`src/rtl/cp0_timer.sv`:
```
// CP0 with Count/Compare timer and BadVAddr; int_req/dout are combinational, register effects land on the next edge.
// No backpressure: the pipeline must honour int_req in the cycle it is raised.
module cp0_timer #(
  parameter int          NUM_HWINT  = 5,
  parameter logic [31:0] EPC_RESET  = 32'h0000_3000,
  parameter logic [31:0] PRID_VALUE = 32'h0000_0000,
  parameter bit          TIMER_EN   = 1'b1
) (
  input  logic                 clk,
  input  logic                 reset,
  input  logic [4:0]           a,
  input  logic [31:0]          din,
  input  logic                 we,
  input  logic [31:0]          pc,
  input  logic                 bd,
  input  logic                 exc_valid,
  input  logic [4:0]           exc_code,
  input  logic [31:0]          bad_vaddr,
  input  logic [NUM_HWINT-1:0] hw_int,
  input  logic                 eret,
  output logic                 int_req,
  output logic [31:0]          epc,
  output logic [31:0]          dout,
  output logic                 timer_irq
);

  localparam logic [4:0] R_BADVADDR = 5'd8;
  localparam logic [4:0] R_COUNT    = 5'd9;
  localparam logic [4:0] R_COMPARE  = 5'd11;
  localparam logic [4:0] R_SR       = 5'd12;
  localparam logic [4:0] R_CAUSE    = 5'd13;
  localparam logic [4:0] R_EPC      = 5'd14;
  localparam logic [4:0] R_PRID     = 5'd15;

  logic [5:0]  sr_im;
  logic        sr_exl;
  logic        sr_ie;
  logic        cause_bd;
  logic [4:0]  cause_ip_hw;
  logic [4:0]  cause_exc;
  logic        timer_pend;
  logic [31:0] epc_q;
  logic [31:0] count_q;
  logic [31:0] compare_q;
  logic [31:0] badvaddr_q;

  logic [4:0]  hw_live;
  logic [5:0]  ip_vec;
  logic        int_pend;
  logic        wr_ok;
  logic        wr_sr;
  logic        wr_epc;
  logic        wr_count;
  logic        wr_compare;
  logic        timer_match;
  logic        exc_is_addr;
  logic [31:0] epc_next;
  logic [31:0] sr_word;
  logic [31:0] cause_word;

  // Pad the external lines to the full five-bit IP[14:10] field.
  always_comb begin
    hw_live = '0;
    for (int i = 0; i < NUM_HWINT; i++) begin
      hw_live[i] = hw_int[i];
    end
  end

  assign ip_vec      = {timer_pend, hw_live};
  assign int_pend    = (|(ip_vec & sr_im)) & sr_ie & ~sr_exl;
  assign int_req     = int_pend | exc_valid;

  // An mtc0 colliding with an exception/interrupt is discarded.
  assign wr_ok       = we & ~int_req;
  assign wr_sr       = wr_ok && (a == R_SR);
  assign wr_epc      = wr_ok && (a == R_EPC);
  assign wr_count    = wr_ok && (a == R_COUNT);
  assign wr_compare  = wr_ok && (a == R_COMPARE);

  assign timer_match = TIMER_EN && (count_q == compare_q);
  assign exc_is_addr = (exc_code == 5'd4) || (exc_code == 5'd5);
  assign epc_next    = {pc[31:2], 2'b00} - (bd ? 32'd4 : 32'd0);

  always_ff @(posedge clk) begin
    if (!reset) begin
      sr_im  <= '0;
      sr_exl <= 1'b0;
      sr_ie  <= 1'b0;
    end else if (int_req) begin
      sr_exl <= 1'b1;
    end else begin
      if (eret) begin
        sr_exl <= 1'b0;
      end
      if (wr_sr) begin
        sr_im  <= din[15:10];
        sr_exl <= din[1];
        sr_ie  <= din[0];
      end
    end
  end

  always_ff @(posedge clk) begin
    if (!reset) begin
      cause_bd    <= 1'b0;
      cause_ip_hw <= '0;
      cause_exc   <= '0;
    end else begin
      cause_ip_hw <= hw_live;
      if (int_req) begin
        cause_bd  <= bd;
        cause_exc <= int_pend ? 5'd0 : exc_code;
      end
    end
  end

  // Sticky pending bit; a Compare write in the same cycle as a match clears it.
  always_ff @(posedge clk) begin
    if (!reset) begin
      timer_pend <= 1'b0;
    end else if (wr_compare) begin
      timer_pend <= 1'b0;
    end else if (timer_match) begin
      timer_pend <= 1'b1;
    end
  end

  always_ff @(posedge clk) begin
    if (!reset) begin
      epc_q <= EPC_RESET;
    end else if (int_req) begin
      epc_q <= epc_next;
    end else if (wr_epc) begin
      epc_q <= din;
    end
  end

  always_ff @(posedge clk) begin
    if (!reset) begin
      count_q <= '0;
    end else if (wr_count) begin
      count_q <= din;
    end else begin
      count_q <= count_q + 32'd1;
    end
  end

  always_ff @(posedge clk) begin
    if (!reset) begin
      compare_q <= 32'hFFFF_FFFF;
    end else if (wr_compare) begin
      compare_q <= din;
    end
  end

  always_ff @(posedge clk) begin
    if (!reset) begin
      badvaddr_q <= '0;
    end else if (int_req && !int_pend && exc_is_addr) begin
      badvaddr_q <= bad_vaddr;
    end
  end

  assign sr_word    = {16'h0000, sr_im, 8'h00, sr_exl, sr_ie};
  assign cause_word = {cause_bd, 15'h0000, timer_pend, cause_ip_hw, 3'b000, cause_exc, 2'b00};

  always_comb begin
    dout = 32'h0000_0000;
    case (a)
      R_BADVADDR: dout = badvaddr_q;
      R_COUNT:    dout = count_q;
      R_COMPARE:  dout = compare_q;
      R_SR:       dout = sr_word;
      R_CAUSE:    dout = cause_word;
      R_EPC:      dout = epc_q;
      R_PRID:     dout = PRID_VALUE;
      default:    dout = 32'h0000_0000;
    endcase
  end

  assign epc       = epc_q;
  assign timer_irq = timer_pend;

endmodule

```
`config.mk`:
```
export PLATFORM = sky130hd
export DESIGN_NAME = cp0_timer
export DESIGN_NICKNAME = d
export VERILOG_FILES = /design/src/rtl/cp0_timer.sv
export SDC_FILE = /design/constraint.sdc
export NUM_CORES = 1
export LEC_CHECK = 0
export CORE_ASPECT_RATIO = 0.5
export CORE_UTILIZATION = 54
export DETAILED_ROUTE_END_ITERATION = 7
export PLACE_DENSITY = 0.9
export SLEW_MARGIN = 0
export SYNTH_ARGS = -nofsm -noshare
export SYNTH_HDL_FRONTEND = slang
export SYNTH_SLANG_ARGS = --single-unit
```
`constraint.sdc`:
```
create_clock -name clk -period 4.25 [get_ports clk]
set_clock_uncertainty 0.1 [all_clocks]
set_input_delay 0.6375 -clock clk [delete_from_list [all_inputs] [get_ports clk]]
set_output_delay 0.6375 -clock clk [all_outputs]
set_load 0.03 [all_outputs]
```
==> impl_metrics.env <==
export IMPL_hpwl_microns=19840
export IMPL_total_power_w=0.003440
export IMPL_slew_viol_final=0
export IMPL_viasPerCell=6.173
export IMPL_ctsHoldBuffers=0
export IMPL_cts_resized=0
export IMPL_ys_top_cells_by_area="dfxtp_1, a22oi_1, nand2_1"
export IMPL_worst_pin_slew_ns=1.254
export IMPL_yosys_warnings=0
export IMPL_synth_top_family_by_area="simple AND/OR/NAND/NOR gates"
export IMPL_gp_congestion=0.9964
export IMPL_clock_path_buffers=2
export IMPL_synth_xor_xnor_area_share_pct=9.116
export IMPL_fillerInstances=1011
export IMPL_arrival_ns=2.97
export IMPL_tns_ns=0
export IMPL_netlist_area_sq_um=7686
export IMPL_numCtsBuffers=17
export IMPL_clock_latency_ns=0.44
export IMPL_synth_ff_type="dfxtp_1"
export IMPL_grt_remaining_overflow=0
export IMPL_grt_pass1_vias=7130
export IMPL_clkSlewWorstSetupHoldPaths_ns=0.06
export IMPL_synth_compound_area_share_pct=19.03
export IMPL_leakagePower_nw=3.733
export IMPL_numPortBuffers=180
export IMPL_outcome="complete, no violations"
export IMPL_setup_viol=0
export IMPL_cts_sinks=148
export IMPL_nNetsFinal=1219
export IMPL_drt_total_wl_microns=27810
export IMPL_chipWidth_microns=170.7
export IMPL_synth_top_area_share_pct=38.55
export IMPL_synth_net_count=1080
export IMPL_pre_cts_ws_ns=0.5939
export IMPL_finalWorstSetupSlack_ns=0.5434
export IMPL_ios=183
export IMPL_grt_pass1_wl_microns=40990
export IMPL_start_kind="input port"
export IMPL_path_class="in2out"
export IMPL_synth_edff_count=0
export IMPL_std_cell_rows=30
export IMPL_synthAdderAreaFrac_pct=0.4884
export IMPL_ys_async_sr_fraction_pct=0
export IMPL_hold_viol_final=0
export IMPL_syn_avg_cell_area_sq_um=8.006
export IMPL_worstPathRequired_ns=3.51
export IMPL_crit_fanout=32
export IMPL_drcViolationCount=0
export IMPL_drt_first_pass_iters=6
export IMPL_antenna_found_initial=2
export IMPL_ant_nets=0
export IMPL_synth_cell_types=46
export IMPL_max_vdd_ir_drop_mv=0.3229
export IMPL_post_route_period_util_pct=87.21
export IMPL_die_h_microns=86.36
export IMPL_slew_headroom_pct=15.77
export IMPL_vias=8050
export IMPL_area_delta_synth_final_pct=32.20
export IMPL_yosys_register_bits=148
export IMPL_fin_util_pct=74.16
export IMPL_post_synth_inst_count=960
export IMPL_drt_initial_drc_count=1158
export IMPL_final_layout_size_suffix_gt1_share_pct=7.104
export IMPL_synthSimpleGateAreaFrac_pct=24.04
export IMPL_start_util_pct=56.10
export IMPL_rsz0062_at_grt="false"
export IMPL_die_area_sq_um=14740
export IMPL_track_usage_pct=37.38
export IMPL_min_period_ns=3.707
export IMPL_seq_area_frac_synth_pct=38.55
export IMPL_clockRootBuffer="clkbuf_16"
export IMPL_wire_per_inst_microns=21.33
export IMPL_yosysTopAreaCell="dfxtp_1"
export IMPL_maxCapViolCount=0
export IMPL_core_area_sq_um=13700
export IMPL_power_density_nw_per_um2=338.5
export IMPL_cts_max_level=4
export IMPL_cts_setup_buffers=0
export IMPL_dp_cells=1272
export IMPL_hold_path_class="reg2reg"
export IMPL_antenna_cells=0
export IMPL_muxShareOfSynthArea_pct=4.574
export IMPL_fmax_ghz=0.2698
export IMPL_grt_max_degree=81
export IMPL_cts_tree="done"
export IMPL_fin_cells=1304
export IMPL_critPathCaptureType="output pin"
kinds of logic (layout without fill, tap and decap cells):
kind of cell,count (synthesis),after routing
adder cells (fa/ha/maj),3,3
flip-flops,148,148
XOR/XNOR,80,80
multiplexers,33,33
AO/OA/AOI/OAI,226,226
buffers and inverters,82,234
AND/OR/NAND/NOR,388,388
flip-flops by register name, indices dropped and copies added, names as in the netlist:
signal	cells
timer_irq	1
compare_q	32
badvaddr_q	32
cause_bd	1
cause_ip_hw	5
sr_im	6
epc	32
count_q	32
sr_ie	1
sr_exl	1
cause_exc	5
where the power goes:
group / total, W / internal (W) / switching, W
Sequential: 0.00147 / 0.00143 / 0.0000471
Clock: 0.00153 / 0.000891 / 0.000640
Combinational: 0.000437 / 0.000206 / 0.000231
metrics by stage:
stage	instance area (sq um)	hold slack (ns)
final	10160	0.3679
after global routing	10160	0.3826
after CTS	10160	0.3693
after detailed placement	9572	0.3498
after global placement	9572	0.3455
after floorplan	7686	0.3315
cells in the final DEF (no fill, tap or decap), types with 4 or more instances in the layout:
cell type | netlist | routed
a211oi_1 | 23 | 23
a21boi_0 | 7 | 7
a21oi_1 | 32 | 32
a22oi_1 | 78 | 78
a311oi_1 | 5 | 5
and2_1 | 8 | 8
and3_1 | 8 | 8
and4_1 | 5 | 4
buf_4 | 0 | 16
clkbuf_16 | 0 | 17
clkdlybuf4s50_1 | 0 | 179
clkinvlp_4 | 0 | 4
dfxtp_1 | 148 | 148
inv_1 | 5 | 5
inv_6 | 0 | 6
mux2_2 | 17 | 17
mux2i_1 | 16 | 16
nand2_1 | 141 | 141
nand3_1 | 102 | 101
nand4_1 | 21 | 21
nor2_1 | 51 | 51
nor3_1 | 15 | 12
nor4_1 | 11 | 10
o21ai_0 | 67 | 67
o31ai_1 | 4 | 4
or3_1 | 6 | 6
or4_1 | 7 | 7
xnor2_1 | 57 | 57
xor2_1 | 23 | 23
path summary, 6_finish.rpt:
check / to / slack [ns] / cells past startpoint / start
min: badvaddr_q[1] / 0.37 / 2 / badvaddr_q[1]
max: dout[2] / 0.54 / 7 / a[1]
max reg2reg: count_q[31] / 1.59 / 5 / count_q[10]
min reg2reg: badvaddr_q[1] / 0.37 / 2 / badvaddr_q[1]
cell usage after synthesis (2+ instances only):
library cell    n
nand2b_1        3
nand2_1       141
a211oi_1       23
clkbuf_1       67
mux2i_1        16
and3_1          8
nand3_1       102
nand4_1        21
a21oi_1        32
or4_4           2
nor3_1         15
nor2_1         51
inv_1           5
buf_1           6
xnor2_1        57
a31oi_1         3
ha_1            3
or3_1           6
or4_1           7
buf_6           2
nor2b_1         3
and2_1          8
a21boi_0        7
xor2_1         23
mux2_2         17
a22oi_1        78
o21ai_0        67
o31ai_1         4
a311oi_1        5
and4_1          5
dfxtp_1       148
nor4_1         11
critical path, stage by stage:
cell and delay [ns]:
clkdlybuf4s50_1 0.61, nand3_1 0.14, nor3_2 0.13, buf_4 0.41, a22oi_1 0.23, nand3_1 0.12
clkdlybuf4s50_1 0.67
area by class of cell:
cell class	count	area, sq um	area share (%)
timing repair buffer	195	1912	18.82
sequential	148	2963	29.16
tap	192	240.2	2.364
multi-input combinational	730	4431	43.60
clock inverter	12	142.6	1.404
inverter	7	26.28	0.2586
clock buffer	20	446.7	4.396
layer usage:
metal | part of all wire, % | track usage (%)
met1 | 43 | 53.31
met2 | 41 | 52.73
met3 | 15 | 12.92
met4 | 2.0 | 10.81
met5 | 0 | 0
Note: power is estimated with default switching activity, not from simulation.
